[src/rtl/cdb_arbiter.sv]
// Common-data-bus arbiter: two per-requester skid FIFOs (ALU, memory) drained round-robin
// onto a single registered broadcast bus. Flush discards everything pending.
module cdb_arbiter #(
    parameter int unsigned TAG_W  = 3,
    parameter int unsigned DATA_W = 32,
    parameter int unsigned DEPTH  = 2
) (
    input  logic                         clk,
    input  logic                         rst,
    input  logic                         flush,
    input  logic                         alu_valid,
    input  logic [TAG_W-1:0]             alu_num,
    input  logic [DATA_W-1:0]            alu_value,
    output logic                         alu_ready,
    input  logic                         mem_valid,
    input  logic [TAG_W-1:0]             mem_num,
    input  logic [DATA_W-1:0]            mem_value,
    output logic                         mem_ready,
    output logic [TAG_W-1:0]             cdb_num,
    output logic [DATA_W-1:0]            cdb_value,
    output logic                         cdb_src,
    output logic [$clog2(DEPTH+1)-1:0]   alu_pending,
    output logic [$clog2(DEPTH+1)-1:0]   mem_pending
);

    localparam int unsigned CntW = $clog2(DEPTH + 1);
    localparam int unsigned PtrW = (DEPTH > 1) ? $clog2(DEPTH) : 1;

    // Index 0 = ALU, index 1 = memory unit; matches the cdb_src encoding.
    logic [TAG_W-1:0]  num_mem_q [2][DEPTH];
    logic [DATA_W-1:0] val_mem_q [2][DEPTH];
    logic [PtrW-1:0]   wr_ptr_q  [2];
    logic [PtrW-1:0]   rd_ptr_q  [2];
    logic [CntW-1:0]   cnt_q     [2];
    logic [CntW-1:0]   cnt_d     [2];

    logic              last_grant_q;
    logic [TAG_W-1:0]  cdb_num_q;
    logic [DATA_W-1:0] cdb_value_q;
    logic              cdb_src_q;

    logic              in_valid [2];
    logic [TAG_W-1:0]  in_num   [2];
    logic [DATA_W-1:0] in_value [2];
    logic [1:0]        ready;
    logic [1:0]        push;
    logic [1:0]        pop;
    logic [1:0]        nonempty;
    logic              grant;
    logic              grant_sel;
    logic [TAG_W-1:0]  head_num;
    logic [DATA_W-1:0] head_value;

    function automatic logic [PtrW-1:0] ptr_inc(input logic [PtrW-1:0] p);
        if (p == PtrW'(DEPTH - 1)) begin
            return '0;
        end
        return p + 1'b1;
    endfunction

    always_comb begin
        in_valid[0] = alu_valid;
        in_num[0]   = alu_num;
        in_value[0] = alu_value;
        in_valid[1] = mem_valid;
        in_num[1]   = mem_num;
        in_value[1] = mem_value;
    end

    always_comb begin
        ready    = '0;
        push     = '0;
        nonempty = '0;
        for (int r = 0; r < 2; r++) begin
            // Ready looks only at the registered count; a same-cycle pop never frees a slot.
            ready[r]    = cnt_q[r] < CntW'(DEPTH);
            push[r]     = in_valid[r] && ready[r] && (in_num[r] != '0) && !flush;
            nonempty[r] = cnt_q[r] != '0;
        end
        grant     = nonempty[0] || nonempty[1];
        grant_sel = (nonempty[0] && nonempty[1]) ? ~last_grant_q : nonempty[1];
        pop[0]    = grant && !grant_sel;
        pop[1]    = grant && grant_sel;
        for (int r = 0; r < 2; r++) begin
            cnt_d[r] = cnt_q[r] + CntW'(push[r]) - CntW'(pop[r]);
        end
        head_num   = num_mem_q[grant_sel][rd_ptr_q[grant_sel]];
        head_value = val_mem_q[grant_sel][rd_ptr_q[grant_sel]];
    end

    // Storage needs no reset: occupancy is tracked by the counters alone.
    always_ff @(posedge clk) begin
        for (int r = 0; r < 2; r++) begin
            if (push[r]) begin
                num_mem_q[r][wr_ptr_q[r]] <= in_num[r];
                val_mem_q[r][wr_ptr_q[r]] <= in_value[r];
            end
        end
    end

    always_ff @(posedge clk) begin
        if (rst) begin
            for (int r = 0; r < 2; r++) begin
                wr_ptr_q[r] <= '0;
                rd_ptr_q[r] <= '0;
                cnt_q[r]    <= '0;
            end
            last_grant_q <= 1'b1;
            cdb_num_q    <= '0;
            cdb_value_q  <= '0;
            cdb_src_q    <= 1'b0;
        end else if (flush) begin
            for (int r = 0; r < 2; r++) begin
                wr_ptr_q[r] <= '0;
                rd_ptr_q[r] <= '0;
                cnt_q[r]    <= '0;
            end
            cdb_num_q <= '0;
        end else begin
            for (int r = 0; r < 2; r++) begin
                if (push[r]) wr_ptr_q[r] <= ptr_inc(wr_ptr_q[r]);
                if (pop[r])  rd_ptr_q[r] <= ptr_inc(rd_ptr_q[r]);
                cnt_q[r] <= cnt_d[r];
            end
            if (grant) begin
                last_grant_q <= grant_sel;
                cdb_num_q    <= head_num;
                cdb_value_q  <= head_value;
                cdb_src_q    <= grant_sel;
            end else begin
                cdb_num_q <= '0;
            end
        end
    end

    assign alu_ready   = ready[0];
    assign mem_ready   = ready[1];
    assign alu_pending = cnt_q[0];
    assign mem_pending = cnt_q[1];
    assign cdb_num     = cdb_num_q;
    assign cdb_value   = cdb_value_q;
    assign cdb_src     = cdb_src_q;

endmodule

[config.mk]
export PLATFORM = sky130hd
export DESIGN_NAME = cdb_arbiter
export DESIGN_NICKNAME = d
export VERILOG_FILES = /design/src/rtl/cdb_arbiter.sv
export SDC_FILE = /design/constraint.sdc
export NUM_CORES = 1
export LEC_CHECK = 0
export BUFFER_PORTS_ARGS = -buffer_cell sky130_fd_sc_hd__buf_2
export CORE_AREA = 2 2 152 124
export CTS_BUF_LIST = sky130_fd_sc_hd__clkbuf_8
export DETAILED_ROUTE_END_ITERATION = 7
export DIE_AREA = 0 0 154 126
export PLACE_DENSITY_LB_ADDON = 0.12
export SYNTH_ARGS = -nofsm -noshare
export SYNTH_HDL_FRONTEND = slang
export SYNTH_SLANG_ARGS = --single-unit
[constraint.sdc]
create_clock -name clk -period 7.9 [get_ports clk]
set_input_delay 0.79 -clock clk [delete_from_list [all_inputs] [get_ports clk]]
set_output_delay 0.79 -clock clk [all_outputs]
set_load 0.01 [all_outputs]
### After elaboration in Yosys (flattened, before gate mapping)

Memory sizes are Yosys's and may differ from the RTL's.
Index checks and enable logic that the tools add are counted.

| word-level totals | value |
|---|---|
| memories kept | 5 |
| bits in registers | 37 |
| memory bits (writable) | 148 |
| input port bits | 75 |

| operators by class | value |
|---|---|
| reductions and logical operators | 20 |
| order comparisons | 7 |
| mux-type cells | 91 |
| bitwise logic cells | 18 |
| $add $sub $neg | 8 |

Memory list:

| memory | depth | width | read ports | clocked after Yosys merged registers in | write ports | RTL line | source |
|---|---|---|---|---|---|---|---|
| val_mem_q | 2 | 64 | 1 | 0 | 2 | 31 | `logic [DATA_W-1:0] val_mem_q [2][DEPTH];` |
| num_mem_q | 2 | 6 | 1 | 0 | 2 | 30 | `logic [TAG_W-1:0] num_mem_q [2][DEPTH];` |
| cnt_q | 2 | 2 | 2 | 0 | 2 | 34 | `logic [CntW-1:0] cnt_q [2];` |
| rd_ptr_q | 2 | 1 | 3 | 0 | 2 | 33 | `logic [PtrW-1:0] rd_ptr_q [2];` |
| wr_ptr_q | 2 | 1 | 2 | 0 | 2 | 32 | `logic [PtrW-1:0] wr_ptr_q [2];` |

Operators with widths:

| operator | number |
|---|---|
| 2-to-1 mux 32 bit | 5 |
| 2-to-1 mux 64 bit | 2 |
| 2-to-1 mux 1 bit | 69 |
| demux 32 bit (select 1 bit) | 2 |
| 2-to-1 mux 3 bit | 5 |
| 2-to-1 mux 6 bit | 2 |
| OR 1 bit | 12 |
| logical AND 1 bit | 11 |
| 2-to-1 mux 2 bit | 4 |
| demux 3 bit (select 1 bit) | 2 |
| >= comparator 2 bit, second input constant | 3 |
| NOT 1 -> 2 bit | 3 |
| nonzero test 3 bit | 2 |
| adder 1 bit, second input constant | 4 |
| adder 2 x 1 -> 2 bit | 2 |
| less-than comparator 2 x 1 -> 1 bit, second input constant | 2 |
| less-than comparator 2 bit, second input constant | 2 |
| nonzero test 2 bit | 2 |
| subtractor 2 x 1 -> 2 bit | 2 |
| NOT 1 bit | 3 |
| OR reduction 3 bit | 1 |
| zero test 1 bit | 2 |
| AND reduction 2 bit | 1 |
| logical OR 1 bit | 1 |

### Longest topological paths before layout

Gate-level depths: netlist (run 1).

| depth | value |
|---|---|
| depth in word-level cells | 13 |
| gate-level depth with buffers | 9 |

### Least setup slack after synthesis (run 1)

OpenSTA, ideal clock, no wires.

| timing path | value |
|---|---|
| kind | input -> register |
| from | in flush |
| to | mem num_mem_q[1][0] (netlist name) (enable) |
| setup time | 0.427 ns |
| arrival | 2.772 ns |
| cell stages on the path | 4 |
| setup slack | 4.700 ns |
| cells stage by stage | clkbuf_1 > inv_1 > nand4_1 > nor2_1 |

RTL lines:

| item | RTL line | source |
|---|---|---|
| start, declared | 10 | `input logic flush,` |
| end, declared | 30 |  |

==> out/metrics.yaml, run 1 <==
run_status:
  status: "completed"
critical_path:
  endpoint_kind: "flop"
  startpoint_type: "flop"
  critPathKind: "flop to flop"
  required_ps: 8110
  crit_arrival_ps: 2820
  cp_max_fo: 35
clock_tree:
  cts_root_buf: "clkbuf_8"
  cts_resized: 0
  numCtsBuffers: 17
  post-cts-setup-buffers: 0
  cts_tree: "yes"
  path_clk_slew_ps: 90
  clk_path_buf_depth: 2
  htreeDepth: 4
  cts.hold.buffers_added: 0
  numClockSinks: 185
  clk_latency_ps: 450
power:
  ir_drop_mv: 0.1685
  power.density_mw_per_mm2: 235.8
  leakagePower_nw: 2.965
place:
  dp_cells: 766
  hpwl_um: 9658
  place.port_buffers: 116
  gp_congestion: 0.6981
  dpl_cell_area_mm2: 0.007876
route:
  met2_length_um: 7182
  routedWlPerCell_um: 19.39
  viasPerCell: 5.108
  wl_met3_um: 717
  met1_length_um: 7486
  drc: 0
  topRoutingLayerUsed: "met4"
  routed_wl_um: 15480
  vias: 4076
  dr.pass1.iters: 5
  drtIter0Drc: 215
  ant_nets: 0
logic_synthesis:
  async_reset_ff_share_pct: 0
  synth_seq_cells: 185
  syn_area_mm2: 0.007071
  syn_avg_cell_area_um2: 15.96
  synth_edf_count: 148
  seq_area_frac_synth_pct: 73.33
  syn_inst: 443
  yosys_warnings: 0
  ys.flop_type: "edfxtp_1"
  synth_cell_types: 33
grt:
  grt.overflow.total: 0
  grt.total_usage_pct: 16.16
  grt_max_degree: 37
  grt_first_pass_wirelength_um: 23140
  grt_pass1_vias: 4089
  antenna_found_initial: 0
floorplanning:
  dieArea_mm2: 0.01940
  core-area_mm2: 0.01789
  die_h_um: 126
  pin_count: 117
  die_x_um: 154
  row_count: 44
  start_util_pct: 39.52
sta:
  drv_slew: 0
  slew_headroom_pct: 20.22
  fin_setup_tns_ps: 0
  min_period_ps: 2611
  fin_crit_sh_pct: 33.05
  fmax_mhz: 382.9
  skew_ps: 13.16
  rsz0062_at_grt: "false"
  setup_viol: 0
  worst-slew-pin-transition_ps: 1192
  hold_violations: 0
job:
  drv_cap: 0
hold_path:
  hp-class: "flop to flop"
layout:
  drive_gt1_share_pct: 27.82
  final_common_cell: "edfxtp_1"
  final_area_mm2: 0.008255
  finalNonFillerCells: 798
  finalNetCount: 634
  syn_to_final_growth_pct: 16.76
  final_cell_mix: "edfxtp_1 (148), buf_2 (116), mux2i_1 (67), dfxtp_1 (37), o21ai_0 (35)"
  diodes: 0
==> per-stage QoR <==
step | power, mW | setup slack, ps | hold slack (ps) | utilization (%)
floorplan | 1.276 | 4700 | 498.7 | -
global placement | 1.363 | 5116 | 449.1 | 44.02
detailed placement | 1.367 | 5008 | 449.2 | 44.02
CTS | 1.971 | 5202 | 471.8 | 46.14
global route | 2.033 | 5090 | 490.0 | 46.14
finish | 1.947 | 5289 | 467.6 | 46.14
==> worst paths after layout <==
kind                  from             to  slack, ps  cells after the start
max reg2reg    cnt_q[0][3]    cnt_q[0][3]       5290                      8
min reg2reg  cdb_value[15]  cdb_value[15]        470                      1
max            cnt_q[0][3]    cnt_q[0][3]       5290                      8
min          cdb_value[15]  cdb_value[15]        470                      1
==> flip-flops by register name, summed over array words and instances (netlist names) <==
name and flops:
rd_ptr_q 2, cnt_q 4, cdb_value 32, cdb_src 1, last_grant_q 1, val_mem_q 128, cdb_num 3, num_mem_q 12
wr_ptr_q 2
==> synthesized netlist by cell type, types with 3 or more instances <==
| cell type | instances | area share, % |
|---|---|---|
| a211oi_1 | 5 | 0.53 |
| a221oi_1 | 3 | 0.37 |
| a32o_1 | 32 | 4.5 |
| edfxtp_1 | 148 | 63 |
| inv_1 | 11 | 0.58 |
| buf_2 | 20 | 1.4 |
| nor2_1 | 8 | 0.42 |
| buf_4 | 4 | 0.42 |
| mux2i_1 | 67 | 9.5 |
| o21ai_0 | 35 | 2.5 |
| nor2b_1 | 3 | 0.27 |
| clkbuf_1 | 6 | 0.32 |
| ha_1 | 4 | 0.71 |
| xnor2_1 | 4 | 0.50 |
| dfxtp_1 | 37 | 10 |
| nand3_1 | 33 | 2.3 |
==> critical path, stage by stage, from the launching register on <==
cell,delay [ps]
edfxtp_1,520
nor2_4,650
nor2_1,240
ha_1,340
inv_1,40
ha_1,200
xnor2_1,180
xnor2_1,140
nor3_1,60
==> metal layers <==
layer,track usage [%],up-vias
met5,0,-
met4,4.288,0
met3,3.889,7
met2,25.43,101
met1,22.67,2014
li1,-,1954
==> final cells by class <==
class / instances / area (um2)
fill: 1583 / 9637
timing repair buffer: 120 / 610.6
tap: 230 / 287.8
multi-input combinational: 220 / 1752
inverter: 11 / 41.29
clock inverter: 14 / 131.4
clock buffer: 18 / 247.7
sequential: 185 / 5185
==> kinds of logic (layout without fill, tap and decap cells) <==
kind of cell / count (synthesis) / count (layout) / share of synthesized area [%]
and+or+nand+nor: 61 / 61 / 4.707
adders and majority gates: 4 / 4 / 0.7079
xor gates and xnor gates: 4 / 4 / 0.4954
other: 1 / 4 / 0.05304
buffers and inverters: 41 / 163 / 2.743
DFF: 185 / 185 / 73.33
AOI/OAI and AO/OA: 80 / 80 / 8.477
muxes: 67 / 67 / 9.485
==> power by group <==
part / leakage, nW / internal, mW / total [mW] / switching, mW
combinational: 1.10 / 0.0874 / 0.214 / 0.127
sequential: 1.66 / 1.10 / 1.13 / 0.0302
clock: 0.201 / 0.286 / 0.606 / 0.320
(Power assumes the default switching activity.)
==> run 2: changes to the inputs <==
- ABC_AREA: not set -> 1
- CORE_AREA: 2 2 152 124 -> 2 2 156 128
- DIE_AREA: 0 0 154 126 -> 0 0 158 130
- clock period: 7.9 -> 2.3 ns (I/O delays scaled with it)
==> run 2 against run 1 <==
Non-clock buffer count increased by 91. Final cell count increased by 47%. Critical path type unchanged. Flip-flop and latch count unchanged. Fmax increased by 24%. Clock-buffer cell count unchanged. Die area increased by 5.9%. Setup slack got worse by 5100 ps. Routed wire length increased by 17%. Core utilization increased by 4.3 points. Highest routed layer unchanged. Global-route usage increased by 2.5 points. Largest power group unchanged.
==> out/metrics.yaml, run 2 <==
logic_synthesis:
  yosys_warnings: 0
  synth_top_family_by_area: "simple AND/OR/NAND/NOR gates"
  synthAdderAreaFrac_pct: 0.6684
  ys.flop_type: "edfxtp_1"
  synth.area.mux_share_pct: 0
  async_reset_ff_share_pct: 0
  seq_area_frac_synth_pct: 69.25
  synth-simple-area-share_pct: 22.44
  synthXorXnorAreaFrac_pct: 0.2340
  synth_top_cell_area_share_pct: 59.36
  synth_seq_cells: 185
  ys_top_cells_by_area: "edfxtp_1 (59%), nand2_1 (16%), dfxtp_1 (9.9%)"
  synth_most_common_cell: "nand2_1"
  synth-compound-area-share_pct: 2.924
  syn_avg_cell_area_um2: 10.62
  synth_cell_types: 27
  syn_inst: 705
  yosys-top-cells-count: "nand2_1 (317), edfxtp_1 (148), nand3_1 (67)"
  syn_area_mm2: 0.007487
  synth_top_area_cell: "edfxtp_1"
  synth_edf_count: 148
layout:
  largest_register_ffs: 128
  finalNetCount: 979
  final_common_cell: "nand2_1"
  syn_to_final_growth_pct: 29.45
  final_cell_mix: "nand2_1 (317), edfxtp_1 (148), buf_2 (116), dlygate4sd3_1 (70), nand3_1 (67)"
  finalNonFillerCells: 1177
  drive_gt1_share_pct: 20.48
  diodes: 0
  post-route-util_pct: 50.42
critical_path:
  r2r-end: "cnt_q[0][3]"
  startpoint_type: "flop"
  reg2reg_depth: 9
  reg2reg_setup_slack_ps: 190
  critPathKind: "flop to flop"
  crit-reg2reg-launch: "cnt_q[0][3]"
  required_ps: 2610
  endpoint_kind: "flop"
  cp_max_fo: 10
  crit_arrival_ps: 2430
clock_tree:
  post-cts-setup-buffers: 0
  clk_path_buf_depth: 2
  numClockSinks: 185
  path_clk_slew_ps: 90
  numCtsBuffers: 17
  cts_tree: "yes"
  cts_root_buf: "clkbuf_8"
  htreeDepth: 4
  clk_latency_ps: 460
route:
  viasPerCell: 4.617
  routed_wl_um: 18050
  dr.pass1.iters: 5
  drtIter0Drc: 419
  routedWlPerCell_um: 15.33
  ant_nets: 0
  drc: 0
  vias: 5434
place:
  dp_cells: 1075
  place.port_buffers: 116
  hpwl_um: 11580
  pre_cts_ws_ps: 166.4
  gp_congestion: 0.8003
hold_path:
  min_to: "cdb_src"
  hold_depth: 2
  hp-class: "input port to flop"
  worstHoldStart: "rst"
job:
  drv_cap: 0
sta:
  worst-slew-pin-transition_ps: 721.9
  setup_viol: 0
  fin_crit_sh_pct: 91.88
  layout_setup_ws_ps: 186.8
  min_period_ps: 2113
  rsz0062_at_grt: "false"
  drv_slew: 0
  fin_setup_tns_ps: 0
  slew_headroom_pct: 51.82
  fmax_mhz: 473.2
  skew_ps: 14.73
  hold_violations: 0
floorplanning:
  die_h_um: 130
  start_util_pct: 38.95
  core-area_mm2: 0.01922
  pin_count: 117
  row_count: 46
  dieArea_mm2: 0.02054
  die_x_um: 158
grt:
  grt.overflow.total: 0
  grt_max_degree: 67
  grt_pass1_vias: 5295
  antenna_found_initial: 0
  grt.total_usage_pct: 18.67
  grt_first_pass_wirelength_um: 28360
run_status:
  status: "completed"
power:
  leakagePower_nw: 4.095
  ir_drop_mv: 0.4278
  power.density_mw_per_mm2: 786.7
  total_power_mw: 7.625
==> run 2: cell count changes after synthesis, moves of 6 or more <==
cell	change
buf_2	-7
nand2_1	+315
buf_6	+6
buf_4	+8
a21oi_1	+35
nand3_1	+34
o21ai_0	-33
a32o_1	-32
inv_1	+9
mux2i_1	-67
==> run 2: repair_timing <==
action | 4_1_cts | 5_1_grt
hold endpoints to repair | 140 | 0
endpoints found under the setup margin | 0 | 22
hold buffers | 70 | 0
resized for setup | 0 | 2
==> run 2: worst max-delay path, cell delays in order (launching register included) <==
cell	delay [ps]
edfxtp_1	460
inv_2	120
nand2_2	70
nand2_2	90
clkinv_1	220
ha_1	360
inv_1	40
ha_1	200
or2_2	290
a21oi_1	120
==> run 2: metal layers <==
metal  global-route usage [%]  part of all wire [%]  wire length, um  vias up
li1                         -                     -                -     2734
met1                    26.46                    48             8662     2541
met2                    28.93                    45             8107      143
met3                    4.915                   5.8             1050       16
met4                    4.557                   1.3              227        0
met5                        0                     0                0        -
==> run 2: final cells by class <==
| class | instances | area, um2 |
|---|---|---|
| clock buffer | 18 | 247.7 |
| clock inverter | 14 | 245.2 |
| fill | 1780 | 9532 |
| inverter | 22 | 82.58 |
| multi-input combinational | 463 | 2012 |
| sequential | 185 | 5185 |
| tap | 264 | 330.3 |
| timing repair buffer | 211 | 1589 |
==> run 2: worst max path at each step <==
stage / from / end / slack (ps) / cells past startpoint
2_1_floorplan: cnt_q[0][1] / num_mem_q[0][0] / -100 / 3
3_3_place_gp: cnt_q[0][3] / cdb_value[16] / 250 / 10
3_5_place_dp: cnt_q[0][3] / cdb_value[20] / 170 / 10
4_1_cts: cnt_q[0][3] / cdb_value[20] / 150 / 10
5_1_grt: cnt_q[0][1] / cdb_value[13] / 30 / 9
6_report: cnt_q[0][3] / cnt_q[0][3] / 190 / 9
==> run 2: kinds of logic after synthesis <==
family	after synthesis
XOR/XNOR	2
buffers and inverters	60
AO/OA/AOI/OAI	41
flip-flops	185
other	1
adder cells (fa/ha/maj)	4
AND/OR/NAND/NOR	412
==> run 2: through the flow <==
stage / hold WS [ps] / area (um2)
2_1_floorplan: 328.9 / 7508
3_3_place_gp: 418.7 / 8491
3_5_place_dp: 421.3 / 8491
4_1_cts: 124.9 / 9684
5_1_grt: 141.2 / 9692
6_report: 155.1 / 9692
==> run 2: power by group <==
part	switching (mW)	leakage (nW)	internal, mW
registers	0.0662	1.66	3.76
clock network	1.17	0.248	1.45
logic	0.714	2.18	0.467
